<file path="config.mk">
export PLATFORM = sky130hd
export DESIGN_NAME = bus_interconnect
export DESIGN_NICKNAME = d
export VERILOG_FILES = /design/src/rtl/bus_interconnect.sv
export SDC_FILE = /design/constraint.sdc
export NUM_CORES = 1
export LEC_CHECK = 0
export ABC_AREA = 1
export BUFFER_PORTS_ARGS = -buffer_cell sky130_fd_sc_hd__buf_2
export CORE_MARGIN = 2
export CORE_UTILIZATION = 51
export DETAILED_ROUTE_END_ITERATION = 6
export PLACE_DENSITY = 0.88
export SYNTH_ARGS = -nofsm -noshare
export SYNTH_HDL_FRONTEND = slang
export SYNTH_SLANG_ARGS = --single-unit
export TNS_END_PERCENT = 20
</file>
<file path="constraint.sdc">
create_clock -name clk_i -period 4.15 [get_ports clk_i]
set_clock_uncertainty 0.2 [all_clocks]
set_input_delay 0.6225 -clock clk_i [delete_from_list [all_inputs] [get_ports clk_i]]
set_output_delay 0.6225 -clock clk_i [all_outputs]
set_load 0.02 [all_outputs]
</file>
<file path="src/rtl/bus_interconnect.sv">
// ---------------------------------------------------------------------------
// bus_interconnect
// Multi-master to multi-slave single-outstanding interconnect. One transaction
// is in flight at a time: a master wins arbitration, its request is registered
// onto the slave side, the addressed slave is selected for one cycle and its
// read data is returned to the master one cycle later.
//
// Ports
//   clk_i        system clock, all state on rising edge
//   reset_i      synchronous active-high reset
//   m_req_i      per-master request, held until m_gnt_o is seen
//   m_we_i       per-master write enable
//   m_lock_i     per-master lock, keeps ownership across back-to-back transfers
//   m_addr_i     per-master address (packed, master 0 in the low bits)
//   m_wdata_i    per-master write data (packed)
//   m_gnt_o      onehot pulse: request accepted
//   m_rvalid_o   onehot pulse: m_rdata_o valid for that master
//   m_rdata_o    shared read data, held until the next response
//   s_cs_o       onehot slave select, asserted during ISSUE only
//   s_we_o       registered slave write enable
//   s_addr_o     registered slave address
//   s_wdata_o    registered slave write data
//   s_rdata_i    per-slave read data (packed, slave 0 in the low bits)
//
// state | meaning
// IDLE  | waiting for any request, arbitrate and load the slave bus
// ISSUE | slave selected, its read data captured
// RESP  | m_rvalid_o pulses; locked owner may re-issue directly
// ---------------------------------------------------------------------------
module bus_interconnect #(
    parameter int NUM_MASTERS = 3,
    parameter int NUM_SLAVES  = 4,
    parameter int ADDR_W      = 16,
    parameter int DATA_W      = 8,
    parameter int ARB_MODE    = 0,
    parameter int LOCK_MAX    = 160,
    parameter logic [NUM_SLAVES-1:0][ADDR_W-1:0] SLV_BASE =
        {16'hE000, 16'hC000, 16'h8000, 16'h0000},
    parameter logic [NUM_SLAVES-1:0][ADDR_W-1:0] SLV_MASK =
        {16'hF000, 16'hE000, 16'hC000, 16'h8000}
) (
    input  logic                          clk_i,
    input  logic                          reset_i,
    input  logic [NUM_MASTERS-1:0]        m_req_i,
    input  logic [NUM_MASTERS-1:0]        m_we_i,
    input  logic [NUM_MASTERS-1:0]        m_lock_i,
    input  logic [NUM_MASTERS*ADDR_W-1:0] m_addr_i,
    input  logic [NUM_MASTERS*DATA_W-1:0] m_wdata_i,
    output logic [NUM_MASTERS-1:0]        m_gnt_o,
    output logic [NUM_MASTERS-1:0]        m_rvalid_o,
    output logic [DATA_W-1:0]             m_rdata_o,
    output logic [NUM_SLAVES-1:0]         s_cs_o,
    output logic                          s_we_o,
    output logic [ADDR_W-1:0]             s_addr_o,
    output logic [DATA_W-1:0]             s_wdata_o,
    input  logic [NUM_SLAVES*DATA_W-1:0]  s_rdata_i
);

    localparam int IDX_W  = (NUM_MASTERS > 1) ? $clog2(NUM_MASTERS) : 1;
    localparam int SIDX_W = (NUM_SLAVES > 1) ? $clog2(NUM_SLAVES) : 1;
    localparam int LCNT_W = $clog2(LOCK_MAX + 1);

    typedef enum logic [1:0] {ST_IDLE, ST_ISSUE, ST_RESP} state_t;

    state_t                   state_q, state_d;
    logic [IDX_W-1:0]         owner_q, owner_d;
    logic [IDX_W-1:0]         rr_ptr_q, rr_ptr_d;
    logic [LCNT_W-1:0]        lock_cnt_q, lock_cnt_d;
    logic [NUM_MASTERS-1:0]   gnt_q, gnt_d;
    logic [NUM_MASTERS-1:0]   rvalid_q, rvalid_d;
    logic [DATA_W-1:0]        rdata_q, rdata_d;
    logic                     s_we_q, s_we_d;
    logic [ADDR_W-1:0]        s_addr_q, s_addr_d;
    logic [DATA_W-1:0]        s_wdata_q, s_wdata_d;

    logic                     win_valid;
    logic [IDX_W-1:0]         win_idx;
    int                       cand;
    logic                     slv_hit;
    logic [SIDX_W-1:0]        slv_sel;
    logic [DATA_W-1:0]        sel_rdata;
    logic                     load_en;
    logic [IDX_W-1:0]         load_idx;

    // Arbitration. Round-robin searches from the slot after the last grant.
    always_comb begin
        win_valid = 1'b0;
        win_idx   = '0;
        cand      = 0;
        if (ARB_MODE == 0) begin
            for (int i = NUM_MASTERS - 1; i >= 0; i--) begin
                if (m_req_i[i]) begin
                    win_valid = 1'b1;
                    win_idx   = IDX_W'(i);
                end
            end
        end else begin
            for (int off = 1; off <= NUM_MASTERS; off++) begin
                cand = (int'(rr_ptr_q) + off) % NUM_MASTERS;
                if (!win_valid && m_req_i[cand]) begin
                    win_valid = 1'b1;
                    win_idx   = IDX_W'(cand);
                end
            end
        end
    end

    // Address decode; descending scan so the lowest matching slave wins.
    always_comb begin
        slv_hit = 1'b0;
        slv_sel = '0;
        for (int i = NUM_SLAVES - 1; i >= 0; i--) begin
            if ((s_addr_q & SLV_MASK[i]) == SLV_BASE[i]) begin
                slv_hit = 1'b1;
                slv_sel = SIDX_W'(i);
            end
        end
        sel_rdata = slv_hit ? s_rdata_i[slv_sel*DATA_W +: DATA_W] : '1;
    end

    always_comb begin
        state_d    = state_q;
        owner_d    = owner_q;
        rr_ptr_d   = rr_ptr_q;
        lock_cnt_d = lock_cnt_q;
        gnt_d      = '0;
        rvalid_d   = '0;
        rdata_d    = rdata_q;
        s_we_d     = s_we_q;
        s_addr_d   = s_addr_q;
        s_wdata_d  = s_wdata_q;
        load_en    = 1'b0;
        load_idx   = owner_q;

        case (state_q)
            ST_IDLE: begin
                if (win_valid) begin
                    load_en    = 1'b1;
                    load_idx   = win_idx;
                    owner_d    = win_idx;
                    rr_ptr_d   = win_idx;
                    lock_cnt_d = '0;
                    gnt_d      = NUM_MASTERS'(1) << win_idx;
                    state_d    = ST_ISSUE;
                end
            end
            ST_ISSUE: begin
                rdata_d  = sel_rdata;
                rvalid_d = NUM_MASTERS'(1) << owner_q;
                state_d  = ST_RESP;
            end
            ST_RESP: begin
                // Locked owner skips arbitration until it has used its quota.
                if (m_lock_i[owner_q] && m_req_i[owner_q] &&
                    (lock_cnt_q < LCNT_W'(LOCK_MAX))) begin
                    load_en    = 1'b1;
                    load_idx   = owner_q;
                    gnt_d      = NUM_MASTERS'(1) << owner_q;
                    lock_cnt_d = lock_cnt_q + LCNT_W'(1);
                    state_d    = ST_ISSUE;
                end else begin
                    state_d = ST_IDLE;
                end
            end
            default: state_d = ST_IDLE;
        endcase

        if (load_en) begin
            s_we_d    = m_we_i[load_idx];
            s_addr_d  = m_addr_i[load_idx*ADDR_W +: ADDR_W];
            s_wdata_d = m_wdata_i[load_idx*DATA_W +: DATA_W];
        end
    end

    always_ff @(posedge clk_i) begin
        if (reset_i) begin
            state_q    <= ST_IDLE;
            owner_q    <= '0;
            rr_ptr_q   <= IDX_W'(NUM_MASTERS - 1);
            lock_cnt_q <= '0;
            gnt_q      <= '0;
            rvalid_q   <= '0;
            rdata_q    <= '1;
            s_we_q     <= 1'b0;
            s_addr_q   <= '0;
            s_wdata_q  <= '0;
        end else begin
            state_q    <= state_d;
            owner_q    <= owner_d;
            rr_ptr_q   <= rr_ptr_d;
            lock_cnt_q <= lock_cnt_d;
            gnt_q      <= gnt_d;
            rvalid_q   <= rvalid_d;
            rdata_q    <= rdata_d;
            s_we_q     <= s_we_d;
            s_addr_q   <= s_addr_d;
            s_wdata_q  <= s_wdata_d;
        end
    end

    // Unmapped addresses never raise a select, so writes there are dropped.
    assign s_cs_o     = (state_q == ST_ISSUE && slv_hit) ? (NUM_SLAVES'(1) << slv_sel) : '0;
    assign m_gnt_o    = gnt_q;
    assign m_rvalid_o = rvalid_q;
    assign m_rdata_o  = rdata_q;
    assign s_we_o     = s_we_q;
    assign s_addr_o   = s_addr_q;
    assign s_wdata_o  = s_wdata_q;

endmodule

</file>
==> flow_summary.toml, run 1 <==
[timing]
setup_viol = 0
finalHoldWorstSlack_ns = 0.2862
slew_violations = 0
slew_headroom_pct = 13.16
tightest_slew_ns = 1.298
post-route-period-util_pct = 65.35
grt_setup_unrepaired = "false"
fin_tns_setup_ns = 0
hold_violations = 0
period_minus_slack_ns = 2.712
max_freq_mhz = 368.7

[critical_path]
critPathMaxFanout = 64
crit_path_frequent_cell = "nor2_1"
worstPathRequired_ns = 4.15
critical_path_class = "reg -> reg"
r2r_slack_ns = 1.44
arrival_ns = 2.71
start_kind = "flop"
cp_slowest_cell = "nand3_2"
crit_path_end_kind = "flop"
cp_slowest_stage_delay_ns = 0.88
cp_top_family = "simple AND/OR/NAND/NOR gates"
cp_cell_sequence = "nor2_4, nand3_2, buf_4, a21oi_1, nor2_1, nor2_1, nor2_1"
path_buf_inv = 1

[cts]
cts_buffer_depth = 2
cts_hold_buf = 0
clk_pin_slew_worst_paths_ns = 0.10
cts_made_buffers = 5
cts_tree = "done"
cts.sinks = 51
cts_resized = 0
root_buffer = "clkbuf_8"
clk-insertion-delay-late_ns = 0.31
h-tree-depth = 2
post_cts_buffers = 0

[placed_design]
portBuffers = 157
gp_congestion = 0.9007
dp_hpwl_microns = 6985

[drt]
drcViolationCount = 0
num_vias = 4009
dr.pass1.iters = 5
viasPerCell = 5.146
first_iter_violations = 262
routedWlPerCell_microns = 12.54
ant_nets = 0
routed_wl_microns = 9769

[floorplanning]
die_height_microns = 85.48
pin_count = 158
dieArea_sq_mm = 0.007307
initial_core_util_pct = 53.02
coreArea_sq_mm = 0.006386
die_x_microns = 85.48
num_rows = 29

[pwr]
peakVddDrop_mv = 0.1708
leakagePower_nw = 2.370
power.density_mw_per_mm2 = 322.9

[logic_synthesis]
yosysTopAreaCell = "dfxtp_1"
yosysTopAreaCellShare_pct = 30.16
syn_area_per_cell_sq_um = 5.971
synth_top_cells_by_area = "dfxtp_1 (30%), nand2_1 (13%), nor2_1 (13%)"
yosysSeqAreaShare_pct = 30.16
synth_edf_count = 0
syn-num-nets = 683
synth.cell_area_sq_mm = 0.003386
synthArstFlopShare_pct = 0
synthFlopType = "dfxtp_1"
synthDistinctLibCells = 29
syn_inst = 567
ys_ff_latch = 51
yosys_warnings = 0

[cells_and_area]
fillers = 585
regArea_sq_mm = 0.001021
drive_gt1_share_pct = 26.78
layout_commonest_cell = "buf_2"
nets = 817
multi_input_area_sq_mm = 0.001891
n_antenna_cell = 0
syn_to_final_growth_pct = 23.65
layout_common_cells = "buf_2 (157), nand2_1 (116), nor2_1 (114)"

[global_routing]
grt.total_usage_pct = 26.21
grt_pass1_wl_microns = 15860
antenna_found_initial = 0
grt.overflow.total = 0
grt_pass1_vias = 3702
grt_max_degree = 77

[outcome]
outcome = "complete, no violations"

[flow_run]
drv_cap = 0

[min_path]
min_path_type = "reg -> reg"
[worst min-delay path: stages (launching register included)]
cell,delay [ns]
dfxtp_1,0.32
o21ai_0,0.08
nand2_1,0.05
[worst paths after layout]
| check | start | to | cells past startpoint |
|---|---|---|---|
| setup / recovery | state_q[1] | s_addr_o[0] | 7 |
| hold reg to reg | m_rdata_o[4] | m_rdata_o[4] | 2 |
| setup reg to reg | state_q[1] | s_addr_o[0] | 7 |
| hold / removal | m_rdata_o[4] | m_rdata_o[4] | 2 |
[layout make-up]
| class | instances | area share [%] |
|---|---|---|
| Multi-Input combinational cell | 406 | 45.16 |
| Sequential cell | 51 | 24.39 |
| Tap cell | 77 | 2.301 |
| Inverter | 79 | 7.083 |
| Timing Repair Buffer | 158 | 18.95 |
| Clock inverter | 3 | 0.4782 |
| Clock buffer | 5 | 1.644 |
[synth_stat cells (5+ instances only)]
| cell type | count |
|---|---|
| nor3_1 | 10 |
| nand3_1 | 49 |
| nor2_1 | 114 |
| o21ai_0 | 30 |
| nand4_1 | 28 |
| clkbuf_1 | 6 |
| o21ai_1 | 6 |
| a21oi_1 | 28 |
| inv_1 | 76 |
| dfxtp_1 | 51 |
| nand2_1 | 116 |
| a21oi_2 | 5 |
| buf_4 | 5 |
| buf_2 | 17 |
[power breakdown]
group	switching [mW]	internal [mW]	total [mW]
Clock	0.170	0.118	0.287
Combinational	0.317	0.173	0.490
Sequential	0.0342	0.540	0.575
[through the flow]
step / instances / utilization [%] / area, sq um / total power [mW] / setup slack (ns)
after CTS: 779 / 65.56 / 4187 / 1.358 / 1.468
final: 779 / 65.56 / 4187 / 1.352 / 1.438
after floorplan: 567 / - / 3386 / 0.9268 / 2.117
after detailed placement: 771 / 64.17 / 4098 / 1.073 / 1.212
after global placement: 771 / 64.17 / 4098 / 1.060 / 1.285
after global routing: 779 / 65.56 / 4187 / 1.440 / 1.218
[cell families after synthesis]
family	count (synthesis)	synth area share [%]
fa+ha+maj	1	0.3695
simple gates	330	42.87
flops	51	30.16
compound gates	72	11.68
xor+xnor	3	0.7762
buf+inv	110	14.15
[state kept, by name, indices dropped and copies added (netlist names)]
| register | flops |
|---|---|
| m_rvalid_o | 3 |
| s_addr_o | 16 |
| lock_cnt_q | 8 |
| s_we_o | 1 |
| m_gnt_o | 3 |
| s_wdata_o | 8 |
| state_q | 2 |
| m_rdata_o | 8 |
| owner_q | 2 |
[routing by layer]
| metal | global-route usage, % | vias to the layer above | routed length [microns] |
|---|---|---|---|
| met5 | 0 | - | 0 |
| met4 | 9.235 | 0 | 148 |
| met3 | 6.518 | 11 | 990 |
| met2 | 46.31 | 201 | 4683 |
| met1 | 30.70 | 1739 | 3946 |
| li1 | - | 2058 | - |
Power figures use the tool's default switching activity.
==> run 2, diff against run 1 <==
--- a/config.mk
+++ b/config.mk
@@ -8,9 +8,9 @@
 export ABC_AREA = 1
 export BUFFER_PORTS_ARGS = -buffer_cell sky130_fd_sc_hd__buf_2
 export CORE_MARGIN = 2
-export CORE_UTILIZATION = 51
+export CORE_UTILIZATION = 47
 export DETAILED_ROUTE_END_ITERATION = 6
-export PLACE_DENSITY = 0.88
+export PLACE_DENSITY = 0.83
 export SYNTH_ARGS = -nofsm -noshare
 export SYNTH_HDL_FRONTEND = slang
 export SYNTH_SLANG_ARGS = --single-unit
==> constraint.sdc (replaced) <==
create_clock -name clk_i -period 2.8 [get_ports clk_i]
set_clock_uncertainty 0.2 [all_clocks]
set_input_delay 0.42 -clock clk_i [delete_from_list [all_inputs] [get_ports clk_i]]
set_output_delay 0.42 -clock clk_i [all_outputs]
set_load 0.02 [all_outputs]
==> flow_summary.toml, run 2 (same netlist as run 1, synthesis figures left out) <==
[timing]
period_minus_slack_ns = 2.213
setup_viol = 0
tightest_slew_ns = 0.9245
post-route-period-util_pct = 79.05
fin_tns_setup_ns = 0
slew_violations = 0
max_freq_mhz = 451.8
slew_headroom_pct = 38.30
hold_violations = 0
grt_setup_unrepaired = "false"

[global_routing]
grt_max_degree = 78
use_met2_pct = 38.74
grt.total_usage_pct = 23.66
busiest_layer = "met2"
grt_pass1_vias = 3382
grt_pass1_wl_microns = 15080
grtUsageMet1_pct = 30.08
antenna_found_initial = 0
gr-usage-met3_pct = 6.810
grt.overflow.total = 0

[floorplanning]
coreArea_sq_mm = 0.006869
pin_count = 158
die_x_microns = 88.88
die_height_microns = 88.88
initial_core_util_pct = 49.29
num_rows = 30
dieArea_sq_mm = 0.007899

[critical_path]
cp_cell_sequence = "nand2_1, inv_1, nand3_1, nor2_1, buf_2"
worstPathRequired_ns = 2.18
crit_path_end_kind = "output port"
start_kind = "flop"
cp_slowest_stage_delay_ns = 0.45
critPathMaxFanout = 9
critical_path_class = "reg -> out"
arrival_ns = 1.59
cp_slowest_cell = "dfxtp_1"

[pwr]
p_seq_share_pct = 41.9
peakVddDrop_mv = 0.1857
p_switching_mw = 0.7478
power.density_mw_per_mm2 = 479.0
swShare_pct = 36.74
p_comb_share_pct = 35.5
power.internal_mw = 1.287
pwr-share-clk_pct = 22.6
leakagePower_nw = 2.396

[cts]
cts_buffer_depth = 2
cts_tree = "done"
cts_hold_buf = 0
cts_resized = 0
post_cts_buffers = 0
clk_pin_slew_worst_paths_ns = 0.09
clk-insertion-delay-late_ns = 0.30
h-tree-depth = 2
cts.sinks = 51
root_buffer = "clkbuf_8"
cts_made_buffers = 5

[cells_and_area]
fin_util_pct = 61.86
layout_common_cells = "buf_2 (157), nand2_1 (116), nor2_1 (114)"
nets = 819
syn_to_final_growth_pct = 25.50
largest_reg_flops = 16
drive_gt1_share_pct = 26.85
layout_commonest_cell = "buf_2"
n_antenna_cell = 0

[placed_design]
dp_hpwl_microns = 6808
gp_congestion = 0.8480
portBuffers = 157

[drt]
viasPerCell = 4.921
routedWlPerCell_microns = 11.77
drcViolationCount = 0
ant_nets = 0
dr.pass1.iters = 4
num_vias = 3937
first_iter_violations = 245
routed_wl_microns = 9419

[min_path]
min_path_type = "in -> reg"

[outcome]
outcome = "complete, no violations"

[flow_run]
drv_cap = 0
run 2: cell types whose count changed in the layout (fill, tap and decap cells not counted), sizes merged:
cell / before / now
clkinvlp: 2 / 0
clkinv: 1 / 0
buf: 158 / 160
clkbuf: 5 / 8
run 2: through the flow:
step | hold slack (ns) | instance area, sq um | total power [mW] | std cells | worst slack (ns)
after floorplan | 0.2642 | 3386 | 1.374 | 567 | 0.9694
final | 0.2240 | 4249 | 2.035 | 800 | 0.5865
after CTS | 0.2141 | 4249 | 2.044 | 800 | 0.6092
after global placement | 0.2638 | 4149 | 1.578 | 792 | 0.8189
after detailed placement | 0.2706 | 4149 | 1.590 | 792 | 0.7774
after global routing | 0.2343 | 4249 | 2.174 | 800 | 0.4792
run 2: layer usage:
metal	up-vias	part of all wire (%)
li1	2061	-
met1	1704	43
met4	0	1.8
met2	156	46
met5	-	0
met3	16	9.3
run 2: worst max-delay path: cells and delay by family, from the launching register on:
| kind | cells | cell delay [ns] |
|---|---|---|
| simple gates | 3 | 0.57 |
| buf+inv | 2 | 0.28 |
| flops | 1 | 0.45 |
run 2: path summary, 6_finish.rpt:
kind	start	endpoint	slack (ns)	depth (start not counted)
max	s_addr_o[15]	s_cs_o[3]	0.59	5
min	m_req_i[0]	m_gnt_o[0]	0.22	3
max reg2reg	owner_q[0]	s_addr_o[8]	0.79	7
min reg2reg	m_rdata_o[4]	m_rdata_o[4]	0.29	2
run 2: final cells by class:
class,count,area (sq um)
Tap cell,96,120.1
Timing Repair Buffer,160,820.8
Sequential cell,51,1021
Inverter,79,296.5
Multi-Input combinational cell,406,1891
Fill cell,688,2620
Clock buffer,8,100.1
run 2: power by group through the flow:
stage          registers, mW  logic, mW  clock network [mW]
3_5_place_dp           0.867      0.723                   0
5_1_grt                0.861      0.814               0.499
2_1_floorplan          0.944      0.429                   0
6_report               0.853      0.723               0.460
4_1_cts                0.852      0.726               0.467
3_3_place_gp           0.868      0.710                   0
